## src/rtl/rv32i_fetch_ctrl_pkg.sv

```systemverilog
// Shared types and constants for the rv32i prefetch sequencer and its perf counters.
package rv32i_fetch_ctrl_pkg;

    localparam int STATE_W    = 2;
    localparam int PERF_CNT_W = 32;

    typedef enum logic [STATE_W-1:0] {
        ST_BOOT = 2'd0,
        ST_RUN  = 2'd1,
        ST_HALT = 2'd2
    } fetch_state_e;

    // rv32i without the C extension needs word-aligned fetch targets.
    function automatic logic misaligned(input logic [1:0] addr_lsb);
        return |addr_lsb;
    endfunction

endpackage

```

## src/rtl/rv32i_fetch_ctrl_if.sv

```systemverilog
// Control/status bundle between execute/hazard logic, the fetch sequencer and prefetch.
interface rv32i_fetch_ctrl_if #(
    parameter int XLEN   = 32,
    parameter int STAGES = 4
);
    import rv32i_fetch_ctrl_pkg::*;

    logic                  stall;
    logic                  branch_taken;
    logic [XLEN-1:0]       branch_target;
    logic                  trap;
    logic [XLEN-1:0]       trap_vector;
    logic                  halt;
    logic                  resume;
    logic                  advance;
    logic                  pc_write;
    logic [XLEN-1:0]       pc;
    logic [STAGES-1:0]     valid;
    logic                  halted;
    logic                  fault;
    logic [XLEN-1:0]       fault_pc;
    logic [PERF_CNT_W-1:0] stall_cnt;

    // master: the sequencer itself
    modport master (
        input  stall, branch_taken, branch_target, trap, trap_vector, halt, resume,
        output advance, pc_write, pc, valid, halted, fault, fault_pc, stall_cnt
    );

    // slave: the surrounding pipeline
    modport slave (
        output stall, branch_taken, branch_target, trap, trap_vector, halt, resume,
        input  advance, pc_write, pc, valid, halted, fault, fault_pc, stall_cnt
    );

endinterface

```

## src/rtl/rv32i_perf_counter.sv

```systemverilog
// Free-running event counter with synchronous clear; wraps at full scale.
module rv32i_perf_counter
    import rv32i_fetch_ctrl_pkg::*;
#(
    parameter int WIDTH = PERF_CNT_W
) (
    input  logic             clk_i,
    input  logic             clr,
    input  logic             en,
    output logic [WIDTH-1:0] count
);

    logic [WIDTH-1:0] count_reg;

    always_ff @(posedge clk_i) begin
        if (clr) begin
            count_reg <= '0;
        end else if (en) begin
            count_reg <= count_reg + 1'b1;
        end
    end

    assign count = count_reg;

endmodule

```

## src/rtl/rv32i_fetch_ctrl.sv

```systemverilog
// Prefetch sequencer: boot/run/halt FSM, redirect mux, per-stage valid tracking
// with wrong-path squash, sticky misaligned-target fault and stall-cycle counter.
module rv32i_fetch_ctrl
    import rv32i_fetch_ctrl_pkg::*;
#(
    parameter int              XLEN         = 32,
    parameter int              STAGES       = 4,
    parameter int              REDIRECT_STG = 2,
    parameter logic [XLEN-1:0] RESET_VECTOR = '0
) (
    input  logic               clk_i,
    input  logic               rst_n_i,
    rv32i_fetch_ctrl_if.master bus
);

    fetch_state_e      state_reg, state_next;
    logic [STAGES-1:0] valid_reg, valid_next;
    logic              fault_reg, fault_next;
    logic [XLEN-1:0]   fault_pc_reg, fault_pc_next;

    logic [STAGES-1:0] shift_vld;
    logic [STAGES-1:0] squash_mask;
    logic [XLEN-1:0]   target;
    logic              redirect;
    logic              bad_target;
    logic              stall_cnt_en;
    logic              advance_raw;
    logic              pc_write_raw;
    logic [XLEN-1:0]   pc_raw;

    // Stages 1..REDIRECT_STG hold instructions younger than the redirecting one.
    genvar gi;
    generate
        for (gi = 0; gi < STAGES; gi++) begin : g_squash
            assign squash_mask[gi] = (gi >= 1) && (gi <= REDIRECT_STG);
        end
    endgenerate

    assign redirect   = bus.trap | bus.branch_taken;
    assign target     = bus.trap ? bus.trap_vector : bus.branch_target;
    assign bad_target = misaligned(target[1:0]);
    assign shift_vld  = {valid_reg[STAGES-2:0], 1'b1};

    always_comb begin
        state_next    = state_reg;
        valid_next    = valid_reg;
        fault_next    = fault_reg;
        fault_pc_next = fault_pc_reg;
        advance_raw   = 1'b0;
        pc_write_raw  = 1'b0;
        pc_raw        = '0;
        stall_cnt_en  = 1'b0;

        case (state_reg)
            ST_BOOT: begin
                advance_raw  = 1'b1;
                pc_write_raw = 1'b1;
                pc_raw       = RESET_VECTOR;
                valid_next   = shift_vld;
                state_next   = ST_RUN;
            end
            ST_RUN: begin
                if (redirect) begin
                    if (bad_target) begin
                        fault_next    = 1'b1;
                        fault_pc_next = target;
                        valid_next    = '0;
                        state_next    = ST_HALT;
                    end else begin
                        // Redirect wins over back-pressure and is not a counted stall.
                        advance_raw  = 1'b1;
                        pc_write_raw = 1'b1;
                        pc_raw       = target;
                        valid_next   = shift_vld & ~squash_mask;
                        state_next   = bus.halt ? ST_HALT : ST_RUN;
                    end
                end else begin
                    advance_raw = ~bus.stall;
                    if (bus.stall) begin
                        stall_cnt_en = 1'b1;
                    end else begin
                        valid_next = shift_vld;
                    end
                    state_next = bus.halt ? ST_HALT : ST_RUN;
                end
            end
            ST_HALT: begin
                if (bus.resume && !bus.halt && !fault_reg) begin
                    state_next = ST_RUN;
                end
            end
            default: state_next = ST_BOOT;
        endcase
    end

    always_ff @(posedge clk_i) begin
        if (!rst_n_i) begin
            state_reg    <= ST_BOOT;
            valid_reg    <= '0;
            fault_reg    <= 1'b0;
            fault_pc_reg <= '0;
        end else begin
            state_reg    <= state_next;
            valid_reg    <= valid_next;
            fault_reg    <= fault_next;
            fault_pc_reg <= fault_pc_next;
        end
    end

    rv32i_perf_counter #(
        .WIDTH (PERF_CNT_W)
    ) u_stall_cnt (
        .clk_i (clk_i),
        .clr   (~rst_n_i),
        .en    (stall_cnt_en),
        .count (bus.stall_cnt)
    );

    // Strobes are forced quiet while reset is held, whatever the state register holds.
    assign bus.advance  = rst_n_i & advance_raw;
    assign bus.pc_write = rst_n_i & pc_write_raw;
    assign bus.pc       = rst_n_i ? pc_raw : '0;
    assign bus.valid    = valid_reg;
    assign bus.halted   = (state_reg == ST_HALT);
    assign bus.fault    = fault_reg;
    assign bus.fault_pc = fault_pc_reg;

endmodule

```

## src/flat_wrapper.sv

```systemverilog
// flat-port wrapper written by rule: the top's interface ports become plain ports
module rv32i_fetch_ctrl_flat import rv32i_fetch_ctrl_pkg::*;
#(
    parameter int              XLEN         = 32,
    parameter int              STAGES       = 4,
    parameter int              REDIRECT_STG = 2,
    parameter logic [XLEN-1:0] RESET_VECTOR = '0
)
  (clk_i, rst_n_i, bus_stall, bus_branch_taken, bus_branch_target, bus_trap, bus_trap_vector, bus_halt, bus_resume, bus_advance, bus_pc_write, bus_pc, bus_valid, bus_halted, bus_fault, bus_fault_pc, bus_stall_cnt);
  rv32i_fetch_ctrl_if #(.XLEN(XLEN), .STAGES(STAGES)) bus_i ();
  input  logic clk_i;
  input  logic rst_n_i;
  input wire logic [$bits(bus_i.stall)-1:0] bus_stall;
  input wire logic [$bits(bus_i.branch_taken)-1:0] bus_branch_taken;
  input wire logic [$bits(bus_i.branch_target)-1:0] bus_branch_target;
  input wire logic [$bits(bus_i.trap)-1:0] bus_trap;
  input wire logic [$bits(bus_i.trap_vector)-1:0] bus_trap_vector;
  input wire logic [$bits(bus_i.halt)-1:0] bus_halt;
  input wire logic [$bits(bus_i.resume)-1:0] bus_resume;
  output wire logic [$bits(bus_i.advance)-1:0] bus_advance;
  output wire logic [$bits(bus_i.pc_write)-1:0] bus_pc_write;
  output wire logic [$bits(bus_i.pc)-1:0] bus_pc;
  output wire logic [$bits(bus_i.valid)-1:0] bus_valid;
  output wire logic [$bits(bus_i.halted)-1:0] bus_halted;
  output wire logic [$bits(bus_i.fault)-1:0] bus_fault;
  output wire logic [$bits(bus_i.fault_pc)-1:0] bus_fault_pc;
  output wire logic [$bits(bus_i.stall_cnt)-1:0] bus_stall_cnt;
  assign bus_i.stall = bus_stall;
  assign bus_i.branch_taken = bus_branch_taken;
  assign bus_i.branch_target = bus_branch_target;
  assign bus_i.trap = bus_trap;
  assign bus_i.trap_vector = bus_trap_vector;
  assign bus_i.halt = bus_halt;
  assign bus_i.resume = bus_resume;
  assign bus_advance = bus_i.advance;
  assign bus_pc_write = bus_i.pc_write;
  assign bus_pc = bus_i.pc;
  assign bus_valid = bus_i.valid;
  assign bus_halted = bus_i.halted;
  assign bus_fault = bus_i.fault;
  assign bus_fault_pc = bus_i.fault_pc;
  assign bus_stall_cnt = bus_i.stall_cnt;
  rv32i_fetch_ctrl #(.XLEN(XLEN), .STAGES(STAGES), .REDIRECT_STG(REDIRECT_STG), .RESET_VECTOR(RESET_VECTOR)) u_core (.clk_i(clk_i), .rst_n_i(rst_n_i), .bus(bus_i));
endmodule
```

## config.mk

```make
export PLATFORM = sky130hd
export DESIGN_NAME = rv32i_fetch_ctrl_flat
export DESIGN_NICKNAME = d
export VERILOG_FILES = /design/src/rtl/rv32i_fetch_ctrl_pkg.sv /design/src/rtl/rv32i_fetch_ctrl_if.sv /design/src/rtl/rv32i_perf_counter.sv /design/src/rtl/rv32i_fetch_ctrl.sv /design/src/flat_wrapper.sv
export SDC_FILE = /design/constraint.sdc
export NUM_CORES = 1
export LEC_CHECK = 0
export ABC_CLOCK_PERIOD_IN_PS = 2610
export CAP_MARGIN = 20
export CORE_MARGIN = 2
export CORE_UTILIZATION = 41
export CTS_CLUSTER_DIAMETER = 120
export CTS_CLUSTER_SIZE = 30
export DETAILED_ROUTE_END_ITERATION = 6
export GPL_TIMING_DRIVEN = 0
export PLACE_DENSITY = 0.79
export SLEW_MARGIN = 15
export SYNTH_ARGS = -nofsm -noshare
export SYNTH_HDL_FRONTEND = slang
export SYNTH_SLANG_ARGS = --single-unit
```

## constraint.sdc

```tcl
create_clock -name clk_i -period 2.61 [get_ports clk_i]
set_input_delay 0.3915 -clock clk_i [delete_from_list [all_inputs] [get_ports clk_i]]
set_output_delay 0.3915 -clock clk_i [all_outputs]
set_load 0.01 [all_outputs]
```

==> results of run 1 <==
[final timing paths]
kind | start | end | slack [ps]
hold / removal | rst_n_i | u_core.u_stall_cnt.count[28] | 430
hold reg to reg | u_core.bus.fault_pc[0] | u_core.bus.fault_pc[0] | 460
setup / recovery | bus_trap_vector[0] | bus_pc_write | 140
setup reg to reg | u_core.u_stall_cnt.count[3] | u_core.u_stall_cnt.count[19] | 220
[per-layer routing]
metal / GRT usage (%) / wire, µm / vias to the layer above / share of wire (%)
met3: 7.14 / 938 / 17 / 8.5
met2: 41.3 / 5500 / 133 / 50
met5: 0 / 0 / - / 0
met1: 27.8 / 4480 / 1779 / 40
met4: 7.63 / 161 / 0 / 1.5
li1: - / - / 1863 / -
[timing repair]
action,in CTS,in global routing
pin swaps,0,1
setup endpoints to repair,31,25
setup buffers,0,1
cloned,0,0
gates resized for setup,23,32
[critical path: cells and delay by family]
kind                   cells  cell delay [ps]
AND/OR/NAND/NOR            1              260
AO/OA/AOI/OAI              3              410
buffers and inverters      2             1010
[synthesized netlist by cell type, types with 3 or more instances]
library cell,n
a211oi_1,30
a21oi_1,25
and3_1,3
and4_1,3
buf_2,3
clkbuf_1,26
dfxtp_1,71
inv_1,9
mux2i_1,39
nand2_1,21
nand2b_1,11
nand3_1,9
nand4_1,8
nor2_1,73
nor4_1,7
o211ai_1,4
o21ai_0,8
o31ai_1,13
or3_1,6
or4_1,14
xnor2_1,3
xor2_1,5
[report_power, final]
group,internal [W],switching [W]
registers,0.00114,0.0000416
clock network,0.000658,0.000429
logic,0.000297,0.000249
total,0.00210,0.000719
[per-stage QoR]
step                utilization (%)  std cells
finish                         69.1        710
global route                   69.1        710
CTS                            68.1        709
detailed placement             64.8        694
global placement               64.8        694
floorplan                         -        418
[cell families (layout without fill, tap and decap cells)]
| kind of cell | count (synthesis) | in the layout | synth area share, % |
|---|---|---|---|
| mux | 39 | 39 | 11.1 |
| compound gates | 85 | 85 | 16.1 |
| flops | 71 | 71 | 40.5 |
| buf+inv | 43 | 230 | 5.14 |
| xor+xnor | 8 | 8 | 2.00 |
| fa+ha+maj | 1 | 1 | 0.357 |
| other cells | 1 | 2 | 0.107 |
| simple gates | 169 | 169 | 24.7 |
[area by class of cell]
class / count / area [µm²] / share of cell area, %
sequential: 71 / 1420 / 24.9
multi-input combinational: 304 / 1940 / 34.0
tap: 105 / 131 / 2.30
clock buffer: 10 / 138 / 2.41
clock inverter: 6 / 108 / 1.89
buffer: 32 / 161 / 2.83
timing repair buffer: 172 / 1770 / 31.0
inverter: 10 / 37.5 / 0.658
==> flow_metrics.env, run 1 <==
export IMPL_status="finished, final reports clean"
export IMPL_grt_usage_pct=23.7
export IMPL_fin_crit_ps=2470
export IMPL_drt_total_wl_mm=11.1
export IMPL_worst_slew_pin_slew_ps=910
export IMPL_cts_root_buf="clkbuf_8"
export IMPL_ant_nets=0
export IMPL_cp_end_kind="output port"
export IMPL_power_w=0.00282
export IMPL_layout_nets=672
export IMPL_fp_dieArea_um2=9310
export IMPL_grt_pass1_wl_mm=17.3
export IMPL_min_path_cells=3
export IMPL_htree_num_levels=3
export IMPL_fmax_mhz=406
export IMPL_synth_top_cell_area_share_pct=40.5
export IMPL_synth_area_um2=3510
export IMPL_rr_worst_depth=7
export IMPL_antenna_found_initial=0
export IMPL_hold_viol=0
export IMPL_place_ws_ps=-408
export IMPL_synth_top_cells_by_area="dfxtp_1 (41%), mux2i_1 (11%), nor2_1 (7.8%)"
export IMPL_crit_arrival_ps=2070
export IMPL_die_y_um=96.5
export IMPL_finalMaxSlewViolations=0
export IMPL_rows=33
export IMPL_port_buffer_count=171
export IMPL_numClockSinks=71
export IMPL_synth_edf_count=0
export IMPL_setup_viol=0
export IMPL_fin_crit_sh_pct=94.5
export IMPL_final_cell_mix="clkdlybuf4s50_1 (139), nor2_1 (71), dfxtp_1 (70)"
export IMPL_crit_path_max_incr_delay_ps=570
export IMPL_setup_ws_ps=144
export IMPL_drtIter0Drc=81
export IMPL_max_cap_viol_count=0
export IMPL_ys_seq_area_share_pct=40.5
export IMPL_grt_max_degree=13
export IMPL_post_dp_hpwl_mm=8.46
export IMPL_clock_path_buffers=2
export IMPL_synthDistinctLibCells=42
export IMPL_ys_flop_type="dfxtp_1"
export IMPL_first_pass_iters=6
export IMPL_fillers=674
export IMPL_drive_gt1_share_pct=6.94
export IMPL_diodes=0
export IMPL_numCtsBuffers=9
export IMPL_synthArstFlopShare_pct=0
export IMPL_path_cells="clkdlybuf4s50_1, nor2_1, a21o_1, o21ai_0, a21oi_1, clkdlybuf4s50_1"
export IMPL_start_util_pct=42.5
export IMPL_min_path_type="in -> reg"
export IMPL_postLayoutCellArea_um2=5700
export IMPL_rsz0062_at_grt="no"
export IMPL_grt_pass1_vias=3642
export IMPL_ys_warnings_count=0
export IMPL_postCtsHoldBufs=0
export IMPL_dr_total_vias=3792
export IMPL_hold_slack_ps=430
export IMPL_gp_congestion=0.806
export IMPL_cts_tree="done"
export IMPL_crit_top_cell="clkdlybuf4s50_1"
export IMPL_cp_start_kind="input port"
export IMPL_tns_ps=0
export IMPL_core_um2=8260
export IMPL_layout_commonest_cell="clkdlybuf4s50_1"
export IMPL_fp_dieW_um=96.5
export IMPL_p_per_area_nw_per_um2=494
export IMPL_grt_overflow=0
export IMPL_finClkSkew_ps=10.0
export IMPL_syn_to_final_growth_pct=62.6
export IMPL_slew_headroom_pct=39.2
export IMPL_num_io_pins=175
export IMPL_p_leak_nw=2.46
export IMPL_clk_latency_ps=340
export IMPL_drc_errors=0
export IMPL_synth_avg_cell_area_um2=8.41
export IMPL_wire_per_inst_um=15.6
export IMPL_critPathRequiredTime_ps=2220
export IMPL_peakVddDrop_uv=228
export IMPL_vias_per_cell=5.34
export IMPL_postSynthCellCount=417
export IMPL_placed_cell_area_um2=5350
export IMPL_clk_pin_slew_ps=70
export IMPL_ys_ff_latch=71
export IMPL_criticalPathCategory="in -> out"
export IMPL_cp_slowest_cell="clkdlybuf4s50_1"
export IMPL_cp_max_fo=3
export IMPL_yosys_area_top_type="dfxtp_1"
Power figures use the tool's default switching activity.
==> run 2, diff against run 1 <==
--- a/config.mk
+++ b/config.mk
@@ -9,7 +9,7 @@
 export CAP_MARGIN = 20
 export CORE_MARGIN = 2
 export CORE_UTILIZATION = 41
-export CTS_CLUSTER_DIAMETER = 120
+export CTS_CLUSTER_DIAMETER = 100
 export CTS_CLUSTER_SIZE = 30
 export DETAILED_ROUTE_END_ITERATION = 6
 export GPL_TIMING_DRIVEN = 0
==> results of run 2 <==
No change in the layout: final DEF, timing and power equal those of run 1.
==> RTL change 1: new RTL, flow settings as in run 2 <==
`PERF_CNT_W`: 32 -> 64.
--- a/src/rtl/rv32i_fetch_ctrl_pkg.sv
+++ b/src/rtl/rv32i_fetch_ctrl_pkg.sv
@@ -4,3 +4,3 @@
     localparam int STATE_W    = 2;
-    localparam int PERF_CNT_W = 32;
+    localparam int PERF_CNT_W = 64;
 
Ports: changed (resized bus_stall_cnt); port bits go from 175 to 207. No check against the original RTL was run, so the function may have changed too.
==> RTL change 1 against run 2 <==
  * Clock power is 28% higher
  * Via count is 48% higher
  * Cell area is 36% higher
  * Area after synthesis is 43% higher
  * Clock skew is 0.0037 ns higher
  * Setup slack worse by 0.079 ns
  * Sequential cell count is 32 higher
  * Synthesized cell count is 47% higher
  * Wire length is 60% higher
  * Non-clock buffer count is 39 higher
  * Total power is 28% higher
  * Count of clock-buffer cells in the layout is 2 higher
  * Largest cell class unchanged
==> RTL change 1: results (changes against run 2) <==
- Start of the worst register-to-register path: u_core.u_stall_cnt.count[9]$_SDFFE_PN0P_
- Clk root buf: clkbuf_16
- VDD IR max: 0.333 mV (+46%)
- Post-synthesis sequential area ratio: 0.411 (+0.00621)
- Worst-Margin Slew: 0.892 ns (-0.0176 ns)
- Wire per inst: 17.9 um (+15%)
- Synth cell types: 49 (+17%)
- Inst Count DP: 963 (+39%)
- Area of the multi-input gates: 0.00292 mm2 (+51%)
- Status: complete, no violations
- Initial antenna violation count: 2 (+2)
- CP Class: reg2reg
- Wl on met1: 6760 um (+51%)
- Internal power: 0.00270 W (+29%)
- Hold EP: u_core.bus.valid[0]$_SDFFE_PN0P_
- CP Max Fanout: 10 (+7)
- Detailed placement HPWL: 13300 um (+57%)
- Synthesized area per cell: 8.19 um2 (-2.6%)
- Nets: 907 (+35%)
- Largest cells by area after synthesis: dfxtp_1, nor2_1, mux2i_1
- DP Worst Slack: -1.05 ns (-0.642 ns)
- WL final: 17700 um (+60%)
- Largest net degree at the start of global routing: 17 (+4)
- Vias in the first global route: 5459 (+50%)
- Metal3 WL: 1590 um (+70%)
- 1st-iter DRT viols: 503 (+520%)
- Post-Synth XOR/XNOR Area: 0.0559 (+0.0360)
- Placed Area: 0.00724 mm2 (+35%)
- First-pass GRT wire length: 27600 um (+60%)
- Comb. pwr: 0.000559 W (+2%)
- Port Buffer Count: 203 (+19%)
- Fmax: 0.393 GHz (-3.1%)
- Seq power: 0.00167 W (+40%)
- RePlAce Congestion: 0.933 (+16%)
[RTL change 1: cell count changes after synthesis, sizes merged, moves of 9 or more]
| cell | run 2 | this run |
|---|---|---|
| nor2 | 73 | 110 |
| dfxtp | 71 | 103 |
| nand4 | 8 | 31 |
| nand3 | 9 | 30 |
| o21ai | 8 | 25 |
| or3 | 6 | 23 |
| xor2 | 5 | 20 |
| a21oi | 25 | 38 |
| nand2 | 21 | 33 |
| xnor2 | 3 | 12 |
[RTL change 1: worst max-delay path, delay by kind of cell, from the launching register on]
kind	cells	cell delay (ns)
compound gates	1	0.16
simple gates	4	1.73
buf+inv	1	0.18
flops	1	0.40
[RTL change 1: layout make-up]
class                      count  area share
sequential                   103       0.269
timing repair buffer         211       0.265
antenna                        2    0.000644
clock inverter                 4     0.00677
tap                          147      0.0237
clock buffer                  12      0.0317
buffer                        32      0.0230
inverter                       9     0.00435
multi-input combinational    469       0.376
==> RTL change 2: new RTL, settings of run 2 <==
Made on the original files. Reset style: asynchronous (`rst_n_i`), changed in one clocked block.
--- a/src/rtl/rv32i_fetch_ctrl.sv
+++ b/src/rtl/rv32i_fetch_ctrl.sv
@@ -95,3 +95,3 @@
 
-    always_ff @(posedge clk_i) begin
+    always_ff @(posedge clk_i or negedge rst_n_i) begin
         if (!rst_n_i) begin
Formal check against the unedited RTL: differs if rst_n_i is asserted again (counterexample within 4 cycles, from zero or initial values and one cycle with rst_n_i low); with rst_n_i held inactive, the same outputs for 10 cycles.
==> RTL change 2 against run 2 <==
  * Wire length up 11%
  * Cell area up 3.4%
  * Sequential cell count unchanged
  * Critical endpoint is now bus_pc[19]
  * Synthesized cell count down 0.72%
  * Area after synthesis up 4.0%
  * Setup slack worse by 0.12 ns
  * Die area up 3.8%
Power is not compared: it rests on default switching activity, and its combinational part moved more than twofold at a synthesized area within 25%.
==> RTL change 2: results (changes against run 2) <==
- Setup Skew: 0.0101 ns (+0.0000300 ns)
- Wl on met1: 4710 um (+5.0%)
- DP Worst Slack: -0.680 ns (-0.272 ns)
- Post-synthesis sequential area ratio: 0.443 (+0.0381)
- First-pass GRT wire length: 19800 um (+14%)
- Inst Count DP: 696 (+0.29%)
- Largest net degree at the start of global routing: 28 (+15)
- Max stage delay on crit path: 0.45 ns (-0.12 ns)
- WL final: 12300 um (+11%)
- Setup crit end: bus_pc[19]
- Detailed placement HPWL: 8880 um (+5.0%)
- Metal3 WL: 1150 um (+22%)
- Met3 GRT Util: 0.0888 (+0.0174)
- Grt met2 use: 0.426 (+0.0133)
- Total CTS buffers: 9 (unchanged)
- Synth top cells by count: o21ai_0, nor2_1, dfrtp_1, mux2i_1, dfxtp_1
- Antenna fix cells: 0 (unchanged)
- Share of cells above drive strength 1: 0.128 (+0.0584)
- Placed Area: 0.00552 mm2 (+3.1%)
- 1st-iter DRT viols: 194 (+140%)
- CP Max Fanout: 7 (+4)
- Post-synthesis compound-gate area fraction: 0.173 (+0.0124)
- Synth cell types: 43 (+2.4%)
- Post-Synth XOR/XNOR Area: 0.0216 (+0.00164)
- Adder-Cell Fraction of Synth Area: 0.00343 (-0.000136)
- Worst hold slack: 0.0294 ns (-0.400 ns)
- Gr usage total: 0.252 (+0.0155)
- Top_reg_cell synth: dfrtp_1
- Syn Inst Count: 414 (-0.72%)
- Hold crit path type: in2async
- Vias per cell: 5.41 (+1.2%)
- Met1 Resource Use GR: 0.294 (+0.0157)
- Port Buffer Count: 172 (+0.58%)
- Ys async rst share: 0.549 (+0.549)
- Fin crit share: 0.989 (+0.0446)
- Setup slack, reg-to-reg: 0.37 ns (+0.15 ns)
- Crit path from: bus_trap_vector[1]
- Arr. time, crit path: 2.19 ns (+0.12 ns)
- Largest cells by area after synthesis: dfrtp_1, dfxtp_1, o21ai_0
- Nets: 693 (+3.1%)
- Status: complete, no violations
- RePlAce Congestion: 0.816 (+1.2%)
- Post-synthesis mux area share: 0.0988 (-0.0125)
- Slew headroom: 0.406 (+0.0135)
- First drt pass iteration count: 4 (-2)
- Via Count: 3968 (+4.6%)
- WL met2: 6140 um (+12%)
- Fill count: 732 (+8.6%)
- Reg2reg path depth: 6 (-1)
- Worst R2R End: u_core.u_stall_cnt.count[20]$_SDFFE_PN0P_
- Start of the worst register-to-register path: u_core.state_reg[1]$_DFFE_PN0P_
==> RTL change 2: cell count changes after synthesis, moves of 5 or more <==
cell / change
dfrtp_1: +39
dfxtp_1: -39
nand2b_1: -5
nor2_1: -31
nand2_1: -5
nand3_1: +8
o21ai_0: +66
a211oi_1: -30
==> RTL change 2: final cells by class <==
cell class                 instances  area [um2]  share of cell area
multi-input combinational        307        1920               0.326
timing repair buffer             197        1850               0.314
sequential                        71        1620               0.274
buffer                            27         151              0.0257
clock buffer                      11         141              0.0240
tap                              108         135              0.0229
clock inverter                     5        47.5             0.00807
inverter                           8        30.0             0.00509
==> RTL change 2: what timing repair did <==
action,CTS,global route
pin swaps,2,3
resized for setup,73,28
buffers inserted,17,4
cloned,3,0
setup endpoints to repair,32,28
==> RTL change 2: where the power goes <==
part           leakage [nW]  switching [W]  internal (W)  total (W)
Clock                0.0982       0.000405      0.000459   0.000863
Combinational          1.54       0.000753      0.000826    0.00158
Sequential            0.731       0.000177       0.00138    0.00156
